==> src/rtl/ym3438_timer_array.sv <==
// ym3438_timer_array
// ------------------
// Bank of NUM_TIMERS up-counting timers clocked by the shared sample tick.
// Each timer has its own power-of-two prescaler. When a timer advances from
// its maximum count it reloads, raises a one-c1-cycle overflow pulse and,
// if its IRQ enable is set, sets a sticky flag.
//
// Ports:
//   MCLK          master clock
//   IC            asynchronous active-low reset
//   c1            phase enable; state only moves on MCLK edges with c1=1
//   c2            phase enable; not used internally
//   tick_i        sample tick, one c1-qualified cycle per sample
//   load_value_i  reload value, timer i at [CNT_WIDTH*i +: CNT_WIDTH]
//   load_i        run/load bit per timer; a rising edge loads the counter
//   irq_en_i      flag-set enable per timer
//   flag_clr_i    flag clear strobe per timer (a same-edge set wins)
//   flags_o       sticky overflow flags
//   irq_o         OR of flags_o
//   ovf_o         one-c1-cycle overflow pulse per timer
//   cnt_o         current counter values, same packing as load_value_i
//
// Handshake note: there is no valid/ready traffic here. Strobes (tick_i,
// flag_clr_i) are level-sampled on c1 edges only; anything present on a
// non-c1 edge is ignored.
module ym3438_timer_array #(
  parameter int                      NUM_TIMERS = 2,
  parameter int                      CNT_WIDTH  = 10,
  parameter logic [4*NUM_TIMERS-1:0] DIV_LOG2   = {4'd4, 4'd0}
) (
  input  logic                            MCLK,
  input  logic                            IC,
  input  logic                            c1,
  input  logic                            c2,
  input  logic                            tick_i,
  input  logic [NUM_TIMERS*CNT_WIDTH-1:0] load_value_i,
  input  logic [NUM_TIMERS-1:0]           load_i,
  input  logic [NUM_TIMERS-1:0]           irq_en_i,
  input  logic [NUM_TIMERS-1:0]           flag_clr_i,
  output logic [NUM_TIMERS-1:0]           flags_o,
  output logic                            irq_o,
  output logic [NUM_TIMERS-1:0]           ovf_o,
  output logic [NUM_TIMERS*CNT_WIDTH-1:0] cnt_o
);

  // c2 only exists so every OPN2 block has the same phase inputs.
  logic unused_c2;
  assign unused_c2 = c2;

  for (genvar i = 0; i < NUM_TIMERS; i++) begin : g_timer
    localparam int D  = int'(DIV_LOG2[4*i +: 4]);
    // A divide-by-one timer still gets a 1-bit prescaler that simply
    // stays at zero, which keeps the register declaration legal.
    localparam int PW = (D > 0) ? D : 1;

    logic [CNT_WIDTH-1:0] cnt_q, cnt_d;
    logic [PW-1:0]        pre_q, pre_d;
    logic                 load_d_q;
    logic                 flag_q, flag_d;
    logic                 ovf_q, ovf_d;
    logic [CNT_WIDTH-1:0] lv;
    logic                 rise, run, adv, set;

    assign lv = load_value_i[CNT_WIDTH*i +: CNT_WIDTH];

    always_comb begin
      cnt_d = cnt_q;
      pre_d = pre_q;
      ovf_d = 1'b0;
      adv   = 1'b0;
      set   = 1'b0;
      rise  = load_i[i] & ~load_d_q;
      run   = load_i[i] & load_d_q & tick_i;

      if (rise) begin
        // Loading takes the whole cycle: no count even if a tick is present.
        cnt_d = lv;
        pre_d = '0;
      end else if (run) begin
        if (D == 0) begin
          adv = 1'b1;
        end else begin
          pre_d = pre_q + PW'(1);
          adv   = (pre_d == '0);
        end
      end

      if (adv) begin
        if (cnt_q == '1) begin
          // Reload uses whatever load value is present right now.
          cnt_d = lv;
          ovf_d = 1'b1;
          set   = irq_en_i[i];
        end else begin
          cnt_d = cnt_q + CNT_WIDTH'(1);
        end
      end

      if (set) begin
        flag_d = 1'b1;
      end else if (flag_clr_i[i]) begin
        flag_d = 1'b0;
      end else begin
        flag_d = flag_q;
      end
    end

    always_ff @(posedge MCLK or negedge IC) begin
      if (!IC) begin
        cnt_q    <= '0;
        pre_q    <= '0;
        load_d_q <= 1'b0;
        flag_q   <= 1'b0;
        ovf_q    <= 1'b0;
      end else if (c1) begin
        cnt_q    <= cnt_d;
        pre_q    <= pre_d;
        load_d_q <= load_i[i];
        flag_q   <= flag_d;
        ovf_q    <= ovf_d;
      end
    end

    assign cnt_o[CNT_WIDTH*i +: CNT_WIDTH] = cnt_q;
    assign flags_o[i]                      = flag_q;
    assign ovf_o[i]                        = ovf_q;
  end

  assign irq_o = |flags_o;

endmodule

==> config.mk <==
export PLATFORM = sky130hd
export DESIGN_NAME = ym3438_timer_array
export DESIGN_NICKNAME = d
export VERILOG_FILES = /design/src/rtl/ym3438_timer_array.sv
export SDC_FILE = /design/constraint.sdc
export NUM_CORES = 1
export LEC_CHECK = 0
export CAP_MARGIN = 40
export CELL_PAD_IN_SITES_DETAIL_PLACEMENT = 1
export CELL_PAD_IN_SITES_GLOBAL_PLACEMENT = 1
export CORE_MARGIN = 8
export CORE_UTILIZATION = 37
export DETAILED_ROUTE_END_ITERATION = 10
export GPL_TIMING_DRIVEN = 1
export HOLD_SLACK_MARGIN = 0.1
export PLACE_DENSITY = 0.92
export SLEW_MARGIN = 20
export SYNTH_ARGS = -nofsm -noshare
export SYNTH_HDL_FRONTEND = slang
export SYNTH_SLANG_ARGS = --single-unit
==> constraint.sdc <==
create_clock -name MCLK -period 4.21 [get_ports MCLK]
set_input_delay 0.842 -clock MCLK [delete_from_list [all_inputs] [get_ports MCLK]]
set_output_delay 0.842 -clock MCLK [all_outputs]
set_load 0.01 [all_outputs]
==> run metrics, run 1 <==
status finished clean; wire length per cell after detailed routing 17.50 microns; Placed Instances 318; met1 Usage GRT 18.01%; overall overflow remaining after global route 0; largest area contributor in the netlist sky130_fd_sc_hd__dfrtp_1; IO Port Bufs 54; PwrDens 382.0 nW/um^2; area taken by flip-flops and latches 750.7 sq um; met2 usage in global routing 25.97%; starting density of the core 38.68%; count of nets after finishing 293; endpoint type of the worst setup path flop; setup ws final 1.441 ns; fraction of final layout cells with drive strength greater than 1 9.302%; number of resized instances in the post-cts repair step 0; placed standard-cell area 2415 sq um; antenna-violating nets left 0; setup repair after global routing missed its margin false; worst slew pin tran 0.8408 ns; maximum clock insertion buffer count 2; Yosys top cell area share 40.82%; post-layout instance count excluding filler cells 325; Detailed Routing Iterations Pass 1 4; number of slew-limit violations in the final report 0; worst endpoint data arrival time 2.90 ns; upper clock frequency limit 361.1 MHz; layer with the highest usage met2; Hold Startpoint g_timer[1].ovf_q; required time reported for the critical path endpoint 4.34 ns; number of buffers added by the clock tree synthesis step 5; Synth Register Bits 30; count of endpoints failing setup in the final report 0; mean instance size in the synthesized netlist 8.972 sq um; area of all placed cells without fillers 2494 sq um; top cells by area, synth sky130_fd_sc_hd__dfrtp_1 41%, sky130_fd_sc_hd__o21ai_0 5.4%, sky130_fd_sc_hd__a21oi_1 5.2%; worst r2r path cells 6; DRC 0; met3 track utilization from global routing 4.537%; buffers inserted during post-CTS setup optimization 0; clock-pin transition on the worst setup and hold timing paths 0.07 ns; clock network latency to the later pin of the worst-skew pair 0.29 ns; Root Driver sky130_fd_sc_hd__clkbuf_8; Fin Hold WS 0.5190 ns; hold bufs inserted after CTS 0; number of vias per cell 5.563; I/O pin count 56; Unique masters post-synth 49; Post-Synthesis Net Count 240; layout filler cell count 586; Routability Congestion 0.7891; Post-synth ARST share 100.0%; wire length of the first global-routing pass 9087 microns; area taken by multi-input logic gates 979.7 sq um; Detailed Route WL 5689 microns; vias after detailed routing 1808; standard-cell rows 25; leakage power 0.001038 uW; Max Cap Viol 0; Sinks on Clock Net 30; width of the chip 86.51 microns; Critical Path Fanout Max 11; Worst Hold Path Cells 1; TritonCTS clock tree done; worst slack, placed 1.123 ns; Final min period 2.769 ns; most used standard cell by instance count after synthesis sky130_fd_sc_hd__dfrtp_1; path category of the worst min-delay check reg -> reg; number of warning messages in the yosys log 0; Clock H-tree levels 2; Final Cycle Share 65.78%; cell count after synthesis 205; end of the worst register-to-register path g_timer[0].cnt_q[9]; Sum Neg Setup Slack 0 ns; via count of the first global-routing pass 1851; Initial DRC Count 108; Final Hold Vio Count 0; EDFF count, synth 0; y dimension of the die 86.51 microns; startpoint of the worst-slack reg-to-reg timing path g_timer[0].cnt_q[0]; Crit Path Category in -> reg; Total Die Area 7483 sq um; Layout Skew 0.009139 ns; register area share after synthesis 40.82%; Antenna diodes 0; end of the worst hold path g_timer[1].ovf_q; Most used DFF post-synth sky130_fd_sc_hd__dfrtp_1; area growth from synthesis to final layout 35.58%; number of antenna violations at the first check in global routing 0; reg2reg setup slack 1.91 ns; placed wire-length estimate after detailed placement 4313 microns; top cell types by occurrence after synthesis 30 x sky130_fd_sc_hd__dfrtp_1, 21 x sky130_fd_sc_hd__nand2_1, 20 x sky130_fd_sc_hd__o21ai_0; core region area 4755 sq um; total track usage 15.35%; synthesized area 1839 sq um; Peak supply drop 0.2012 mV; crit start category input pin; pin count of the biggest net entering global routing 31; relative max-transition margin 43.95%
## how the worst max path moves through the flow
stage | from | end | slack (ns) | cells past startpoint
final | tick_i | g_timer[0].cnt_q[9] | 1.44 | 6
after global routing | tick_i | g_timer[0].cnt_q[9] | 1.25 | 6
after CTS | tick_i | g_timer[0].cnt_q[9] | 1.43 | 6
after detailed placement | tick_i | g_timer[0].cnt_q[9] | 1.12 | 6
after global placement | tick_i | g_timer[0].cnt_q[9] | 1.21 | 6
after floorplan | tick_i | g_timer[1].cnt_q[7] | 2.34 | 5
## critical path: stages
cell and delay, ns:
sky130_fd_sc_hd__clkdlybuf4s50_1 0.60, sky130_fd_sc_hd__nand3_2 0.24, sky130_fd_sc_hd__a41oi_1 0.69, sky130_fd_sc_hd__nand2_1 0.16, sky130_fd_sc_hd__o32ai_1 0.27, sky130_fd_sc_hd__a21oi_1 0.10
## kinds of logic (layout without fill, tap and decap cells)
| kind of cell | Yosys count | count (layout) | synth area share [%] |
|---|---|---|---|
| multiplexers | 5 | 5 | 2.857 |
| AO/OA/AOI/OAI | 74 | 74 | 26.87 |
| XOR/XNOR | 2 | 2 | 1.361 |
| flip-flops | 30 | 30 | 40.82 |
| buffers and inverters | 22 | 75 | 5.918 |
| AND/OR/NAND/NOR | 68 | 68 | 19.46 |
| adder cells (fa/ha/maj) | 4 | 4 | 2.721 |
## where the power goes
part | internal, uW | switching (uW)
Clock | 111 | 114
Combinational | 159 | 142
Sequential | 343 | 84.7
Total | 613 | 340
## through the flow
| stage | power [uW] | utilization, % |
|---|---|---|
| final | 952.6 | 52.45 |
| after global routing | 1008 | 52.45 |
| after CTS | 959.1 | 52.45 |
| after detailed placement | 734.0 | 50.79 |
| after global placement | 714.8 | 50.79 |
| after floorplan | 565.2 | - |
## flip-flops by register name, indices dropped and copies added, names as in the netlist
name / flops
g_timer.flag_q: 2
g_timer.pre_q: 4
g_timer.load_d_q: 2
g_timer.ovf_q: 2
g_timer.cnt_q: 20
## routing by layer
layer	share of wire (%)	vias up	wire length (microns)
li1	-	874	-
met1	44	877	2503
met2	49	49	2782
met3	5.7	8	324
met4	1.4	0	79
met5	0	-	0
## layout by cell type (no fill, tap or decap), types with 2 or more instances in the layout
| cell | instances |
|---|---|
| sky130_fd_sc_hd__a21o_1 | 3 |
| sky130_fd_sc_hd__a21oi_1 | 19 |
| sky130_fd_sc_hd__a22o_1 | 2 |
| sky130_fd_sc_hd__a22oi_1 | 3 |
| sky130_fd_sc_hd__a31o_2 | 2 |
| sky130_fd_sc_hd__a31oi_1 | 4 |
| sky130_fd_sc_hd__a32o_1 | 2 |
| sky130_fd_sc_hd__a41oi_1 | 2 |
| sky130_fd_sc_hd__and3_1 | 6 |
| sky130_fd_sc_hd__and4_1 | 3 |
| sky130_fd_sc_hd__buf_4 | 2 |
| sky130_fd_sc_hd__clkbuf_8 | 5 |
| sky130_fd_sc_hd__clkdlybuf4s50_1 | 54 |
| sky130_fd_sc_hd__clkinv_2 | 2 |
| sky130_fd_sc_hd__dfrtp_1 | 30 |
| sky130_fd_sc_hd__ha_1 | 4 |
| sky130_fd_sc_hd__inv_1 | 12 |
| sky130_fd_sc_hd__mux2_2 | 2 |
| sky130_fd_sc_hd__mux2i_1 | 3 |
| sky130_fd_sc_hd__nand2_1 | 21 |
| sky130_fd_sc_hd__nand3_1 | 10 |
| sky130_fd_sc_hd__nand3_2 | 3 |
| sky130_fd_sc_hd__nand4_1 | 3 |
| sky130_fd_sc_hd__nor2_1 | 9 |
| sky130_fd_sc_hd__nor3_1 | 4 |
| sky130_fd_sc_hd__nor4_1 | 2 |
| sky130_fd_sc_hd__o21ai_0 | 20 |
| sky130_fd_sc_hd__o22ai_1 | 2 |
| sky130_fd_sc_hd__o2bb2ai_1 | 2 |
| sky130_fd_sc_hd__o32ai_1 | 4 |
## layout make-up
type                    instances  share of cell area, %
well taps                      67                  3.362
clock buffers                   5                  2.760
multi-input cells             153                  39.29
inverters                      12                  1.806
clock inverters                 2                 0.4014
flip-flops and latches         30                  30.11
repair buffers                 56                  22.28
Note: power is estimated with default switching activity, not from simulation.
==> run 2, diff against run 1 <==
Settings changed: CORE_UTILIZATION 37 to 34, PLACE_DENSITY 0.92 to 0.86.
Clock period 4.21 ns to 2.87 ns, I/O delays scaled along.
==> run metrics, run 2 (same netlist as run 1, synthesis figures left out) <==
status finished clean; Routability Congestion 0.7836 (-0.70%); DRC 0 (unchanged); Peak supply drop 0.2281 mV (+13%); Fin Hold WS 0.5251 ns (+0.006052 ns); endpoint type of the worst setup path flop; I/O pin count 56 (unchanged); wire length per cell after detailed routing 17.76 microns (+1.5%); path category of the worst min-delay check reg -> reg; placed wire-length estimate after detailed placement 4539 microns (+5.3%); area growth from synthesis to final layout 38.23%; Max Cap Viol 0 (unchanged); delay contributed by the slowest stage of the critical path 0.60 ns (-0.09 ns); Final Cycle Share 78.86%; wire length of the first global-routing pass 9729 microns (+7.1%); commonest non-fill, non-tap cells in the layout 54 x sky130_fd_sc_hd__clkdlybuf4s50_1, 30 x sky130_fd_sc_hd__dfrtp_1, 21 x sky130_fd_sc_hd__nand2_1; number of resized instances in the post-cts repair step 0 (unchanged); antenna-violating nets left 0 (unchanged); Crit Path Category in -> reg; setup repair after global routing missed its margin false; setup ws final 0.6068 ns (-0.8339 ns); PwrDens 590.1 nW/um^2 (+54%); y dimension of the die 89.55 microns (+3.5%); vias after detailed routing 1834 (+1.4%); count of endpoints failing setup in the final report 0 (unchanged); final core occ 49.15% (-3.3 points); Initial DRC Count 58 (-46%); number of antenna violations at the first check in global routing 0 (unchanged); number of slew-limit violations in the final report 0 (unchanged); cell with the biggest individual delay on the critical path sky130_fd_sc_hd__clkdlybuf4s50_1; post-layout power 1500 uW (+57%); worst slew pin tran 0.5172 ns (-0.3236 ns); maximum clock insertion buffer count 2 (unchanged); Detailed Routing Iterations Pass 1 4 (unchanged); register ranked first by flip-flop count g_timer.cnt_q; starting density of the core 35.56% (-3.1 points); fraction of final layout cells with drive strength greater than 1 10.34% (+1.0 points); Antenna diodes 0 (unchanged); buffers inserted during post-CTS setup optimization 0 (unchanged); required time reported for the critical path endpoint 3.04 ns (-1.30 ns); leakage power 0.001063 uW (+2.4%); total track usage 15.54% (+0.18 points); width of the chip 89.55 microns (+3.5%); count of nets after finishing 295 (+0.68%); registers with the most flip-flops g_timer.cnt_q: 20 flops, g_timer.pre_q: 4 flops; Detailed Route WL 5880 microns (+3.4%); Critical Path Fanout Max 12 (+1); Clock H-tree levels 2 (unchanged); Sinks on Clock Net 30 (unchanged); cell breakdown of the critical path clkdlybuf4s50_1 > nand4_1 > nor2_4 > nand3_2 > a311o_2 > o211a_1; relative max-transition margin 65.41% (+21 points); overall overflow remaining after global route 0 (unchanged); Sum Neg Setup Slack 0 ns (unchanged); standard-cell rows 26 (+4.0%); clock-pin transition on the worst setup and hold timing paths 0.07 ns (about the same); Largest register FFs 20 (unchanged); most common cell after layout, fill and taps aside sky130_fd_sc_hd__clkdlybuf4s50_1; number of vias per cell 5.541 (-0.40%); Layout Skew 0.003980 ns (-0.005159 ns); upper clock frequency limit 441.9 MHz; IO Port Bufs 54 (unchanged); Final min period 2.263 ns; worst endpoint data arrival time 2.44 ns (-0.46 ns); Final Hold Vio Count 0 (unchanged); clock network latency to the later pin of the worst-skew pair 0.29 ns (about the same); crit start category input pin; via count of the first global-routing pass 1959 (+5.8%); TritonCTS clock tree done; Total Die Area 8019 sq um (+7.2%); pin count of the biggest net entering global routing 31 (unchanged); CP bufs+invs 1 (unchanged); number of buffers added by the clock tree synthesis step 5 (unchanged); Root Driver sky130_fd_sc_hd__clkbuf_8; cell family with the largest share of critical-path delay simple AND/OR/NAND/NOR gates; worst slack, placed 0.2867 ns (-0.8359 ns); hold bufs inserted after CTS 0 (unchanged); core region area 5172 sq um (+8.8%)
## run 2: changes by cell type in the layout (fill, tap and decap cells not counted)
cell | before | now
sky130_fd_sc_hd__buf_4 | 2 | 4
sky130_fd_sc_hd__bufinv_16 | 0 | 1
## run 2: per-layer routing
metal	vias up	GRT usage [%]	share of wire, %
li1	873	-	-
met1	905	19.11	45
met2	48	26.14	48
met3	8	3.676	5.4
met4	0	4.532	1.1
met5	-	0	0
## run 2: final timing paths
path	endpoint	start	cells past startpoint	slack, ns
max in group asynchronous	g_timer[0].cnt_q[4]	IC	2	1.87
worst max register to register	g_timer[1].cnt_q[5]	g_timer[1].cnt_q[0]	6	0.84
worst max-delay path	g_timer[1].cnt_q[7]	tick_i	6	0.61
worst min-delay path	g_timer[1].ovf_q	g_timer[1].ovf_q	1	0.53
min in group asynchronous	g_timer[1].cnt_q[9]	IC	2	0.70
worst min register to register	g_timer[1].ovf_q	g_timer[1].ovf_q	1	0.53
## run 2: stage by stage
| stage | area, sq um | cells |
|---|---|---|
| 2_1_floorplan | 1839 | 205 |
| 3_3_place_gp | 2434 | 323 |
| 3_5_place_dp | 2434 | 323 |
| 4_1_cts | 2542 | 331 |
| 5_1_grt | 2542 | 331 |
| 6_report | 2542 | 331 |
## run 2: area by class of cell
type / instances / area (sq um)
Multi-Input combinational cell: 153 / 979.7
Clock buffer: 5 / 68.82
Sequential cell: 30 / 750.7
Inverter: 12 / 45.04
Clock inverter: 3 / 40.04
Timing Repair Buffer: 58 / 570.5
Fill cell: 598 / 2630
Tap cell: 70 / 87.58
## run 2: power breakdown
part / total, uW / internal (uW) / switching [uW] / leakage [uW]
sequential: 628 / 502 / 125 / 0.000364
combinational: 444 / 236 / 208 / 0.000641
clock: 429 / 255 / 173 / 0.0000579
## run 2: worst reg2reg max path, stage by stage (launching register included)
cell	delay [ns]
sky130_fd_sc_hd__dfrtp_1	0.42
sky130_fd_sc_hd__ha_1	0.25
sky130_fd_sc_hd__and4_1	0.20
sky130_fd_sc_hd__and4_1	0.23
sky130_fd_sc_hd__a41oi_1	0.44
sky130_fd_sc_hd__o32ai_1	0.19
sky130_fd_sc_hd__a21o_1	0.19
==> run 3, diff against run 2 <==
Settings changed: CORE_UTILIZATION 34 to 31, PLACE_DENSITY 0.86 to 0.83.
Clock period 2.87 ns to 1.8 ns, I/O delays scaled along.
==> run metrics, run 3 (same netlist as run 1, synthesis figures left out) <==
internal power 1680 uW (+69%); Layout Skew 0.006762 ns (+0.002782 ns); Combinational Power Share 39.4% (+9.8 points); relative max-transition margin 72.51% (+7.1 points); Critical Path Fanout Max 6 (-6); fraction of final layout cells with drive strength greater than 1 29.26% (+19 points); IO Port Bufs 54 (unchanged); Routability Congestion 0.8022 (+2.4%); worst r2r path cells 8 (+2); Final min period 1.763 ns; Sum Neg Setup Slack 0 ns (unchanged); crit start category flop; reg2reg setup slack 0.04 ns (-0.80 ns); wire length of the first global-routing pass 10940 microns (+12%); Final Cycle Share 97.94%; Clock H-tree levels 2 (unchanged); endpoint type of the worst setup path flop; worst slew pin tran 0.4123 ns (-0.1049 ns); number of antenna violations at the first check in global routing 0 (unchanged); worst endpoint data arrival time 1.94 ns (-0.50 ns); via count of the first global-routing pass 2327 (+19%); upper clock frequency limit 567.3 MHz; most common cell after layout, fill and taps aside sky130_fd_sc_hd__buf_4; sw power 916.9 uW (+81%); placed wire-length estimate after detailed placement 5069 microns (+12%); Detailed Routing Iterations Pass 1 4 (unchanged); y dimension of the die 93.03 microns (+3.9%); startpoint of the worst-slack reg-to-reg timing path g_timer[1].cnt_q[1]; count of endpoints failing setup in the final report 0 (unchanged); width of the chip 93.03 microns (+3.9%); Detailed Route WL 6684 microns (+14%); Crit Path Category reg -> reg; antenna-violating nets left 0 (unchanged); total track usage 15.73% (+0.20 points); Sinks on Clock Net 30 (unchanged); pin count of the biggest net entering global routing 31 (unchanged); path category of the worst min-delay check in -> async; overall overflow remaining after global route 0 (unchanged); Max Cap Viol 0 (unchanged); sw frac 35.30% (+1.5 points); number of buffers added by the clock tree synthesis step 5 (unchanged); Total Die Area 8654 sq um (+7.9%); clock network latency to the later pin of the worst-skew pair 0.29 ns (about the same); worst slack, placed -0.2561 ns (-0.5428 ns); power share of the clock group 23.1% (-5.5 points); Largest register FFs 20 (unchanged); DRC 0 (unchanged); TritonCTS clock tree done; sequential share of power 37.5% (-4.3 points); status finished clean; leakage power 0.001301 uW (+22%); I/O pin count 56 (unchanged); standard-cell rows 28 (+7.7%); maximum clock insertion buffer count 2 (unchanged); Peak supply drop 0.4137 mV (+81%); commonest non-fill, non-tap cells in the layout 54 x sky130_fd_sc_hd__buf_4, 53 x sky130_fd_sc_hd__clkdlybuf4s50_1, 27 x sky130_fd_sc_hd__dfrtp_1; required time reported for the critical path endpoint 1.98 ns (-1.06 ns); end of the worst register-to-register path g_timer[1].cnt_q[1]; Root Driver sky130_fd_sc_hd__clkbuf_8; registers with the most flip-flops g_timer.cnt_q: 20 flops, g_timer.pre_q: 4 flops; PwrDens 861.7 nW/um^2 (+46%); Initial DRC Count 45 (-22%); count of nets after finishing 345 (+17%); number of slew-limit violations in the final report 0 (unchanged); register ranked first by flip-flop count g_timer.cnt_q; vias after detailed routing 2035 (+11%); clock-pin transition on the worst setup and hold timing paths 0.08 ns (about the same); core region area 5816 sq um (+12%); number of vias per cell 5.272 (-4.9%); Final Hold Vio Count 0 (unchanged); starting density of the core 31.63% (-3.9 points); Antenna diodes 0 (unchanged); setup repair after global routing missed its margin true; wire length per cell after detailed routing 17.32 microns (-2.5%); hold bufs inserted after CTS 0 (unchanged); area growth from synthesis to final layout 63.88%; setup ws final 0.03714 ns (-0.5697 ns)
==> run 3: cell types whose count changed in the layout (fill, tap and decap cells not counted), moves of 2 or more <==
cell	change
sky130_fd_sc_hd__buf_4	+50
sky130_fd_sc_hd__dfrtp_1	-3
sky130_fd_sc_hd__dfrtp_2	+3
sky130_fd_sc_hd__a41oi_1	-2
sky130_fd_sc_hd__a41oi_2	+2
sky130_fd_sc_hd__ha_1	-2
sky130_fd_sc_hd__ha_4	+2
sky130_fd_sc_hd__o32ai_1	-2
sky130_fd_sc_hd__o32ai_2	+2
sky130_fd_sc_hd__xor2_4	+2
==> run 3: cell type report <==
cell class,count,area [sq um]
Clock buffer,6,82.58
Timing Repair Buffer,108,944.7
Sequential cell,30,754.5
Fill cell,700,2801
Tap cell,75,93.84
Clock inverter,2,12.51
Inverter,12,45.04
Multi-Input combinational cell,153,1081
==> run 3: worst max-delay path by stage <==
stage,start,to,slack [ns],cells past startpoint
3_5_place_dp,load_i[1],g_timer[1].cnt_q[2],-0.26,7
4_1_cts,g_timer[1].pre_q[0],g_timer[1].cnt_q[4],0.009,8
6_report,g_timer[1].cnt_q[1],g_timer[1].cnt_q[1],0.04,8
5_1_grt,g_timer[1].cnt_q[1],g_timer[1].cnt_q[1],-0.08,8
2_1_floorplan,g_timer[1].cnt_q[0],g_timer[1].cnt_q[5],0.04,6
3_3_place_gp,tick_i,g_timer[1].cnt_q[5],-0.21,7
==> run 3: per-stage QoR <==
| step | hold slack [ns] | cell area (sq um) | instances | power (uW) | utilization [%] |
|---|---|---|---|---|---|
| finish | 0.4670 | 3014 | 386 | 2597 | 51.83 |
| global route | 0.4978 | 3014 | 386 | 2767 | 51.83 |
| CTS | 0.4850 | 2963 | 385 | 2604 | 50.95 |
| detailed placement | 0.5035 | 2800 | 376 | 1904 | 48.15 |
| global placement | 0.4935 | 2800 | 376 | 1858 | 48.15 |
| floorplan | 0.06441 | 1839 | 205 | 1322 | - |
==> run 3: timing repair <==
| action | 4_1_cts | 5_1_grt |
|---|---|---|
| pin swaps | 4 | 4 |
| gates resized for setup | 13 | 9 |
| endpoints found under the setup margin | 12 | 12 |
| setup buffers | 1 | 1 |
==> run 3: power by group through the flow <==
stage	clock network (uW)	registers (uW)	logic, uW
3_5_place_dp	0	949	955
4_1_cts	626	965	1010
6_report	599	974	1020
5_1_grt	648	997	1120
2_1_floorplan	0	1000	319
3_3_place_gp	0	938	920
==> run 3: critical path, cell delays in order (launching register included) <==
cell and delay (ns):
sky130_fd_sc_hd__dfrtp_1 0.39, sky130_fd_sc_hd__ha_4 0.17, sky130_fd_sc_hd__and4_4 0.23, sky130_fd_sc_hd__nand4_1 0.16
sky130_fd_sc_hd__nand3_2 0.17, sky130_fd_sc_hd__buf_4 0.16, sky130_fd_sc_hd__buf_4 0.12, sky130_fd_sc_hd__mux2i_1 0.16
sky130_fd_sc_hd__o21ai_0 0.08
==> run 3: metal layers <==
layer	global-route usage, %	share of wire, %	up-vias
li1	-	-	975
met1	16.65	41	985
met2	28.76	52	62
met3	4.407	5.8	13
met4	6.174	1.9	0
met5	0	0	-
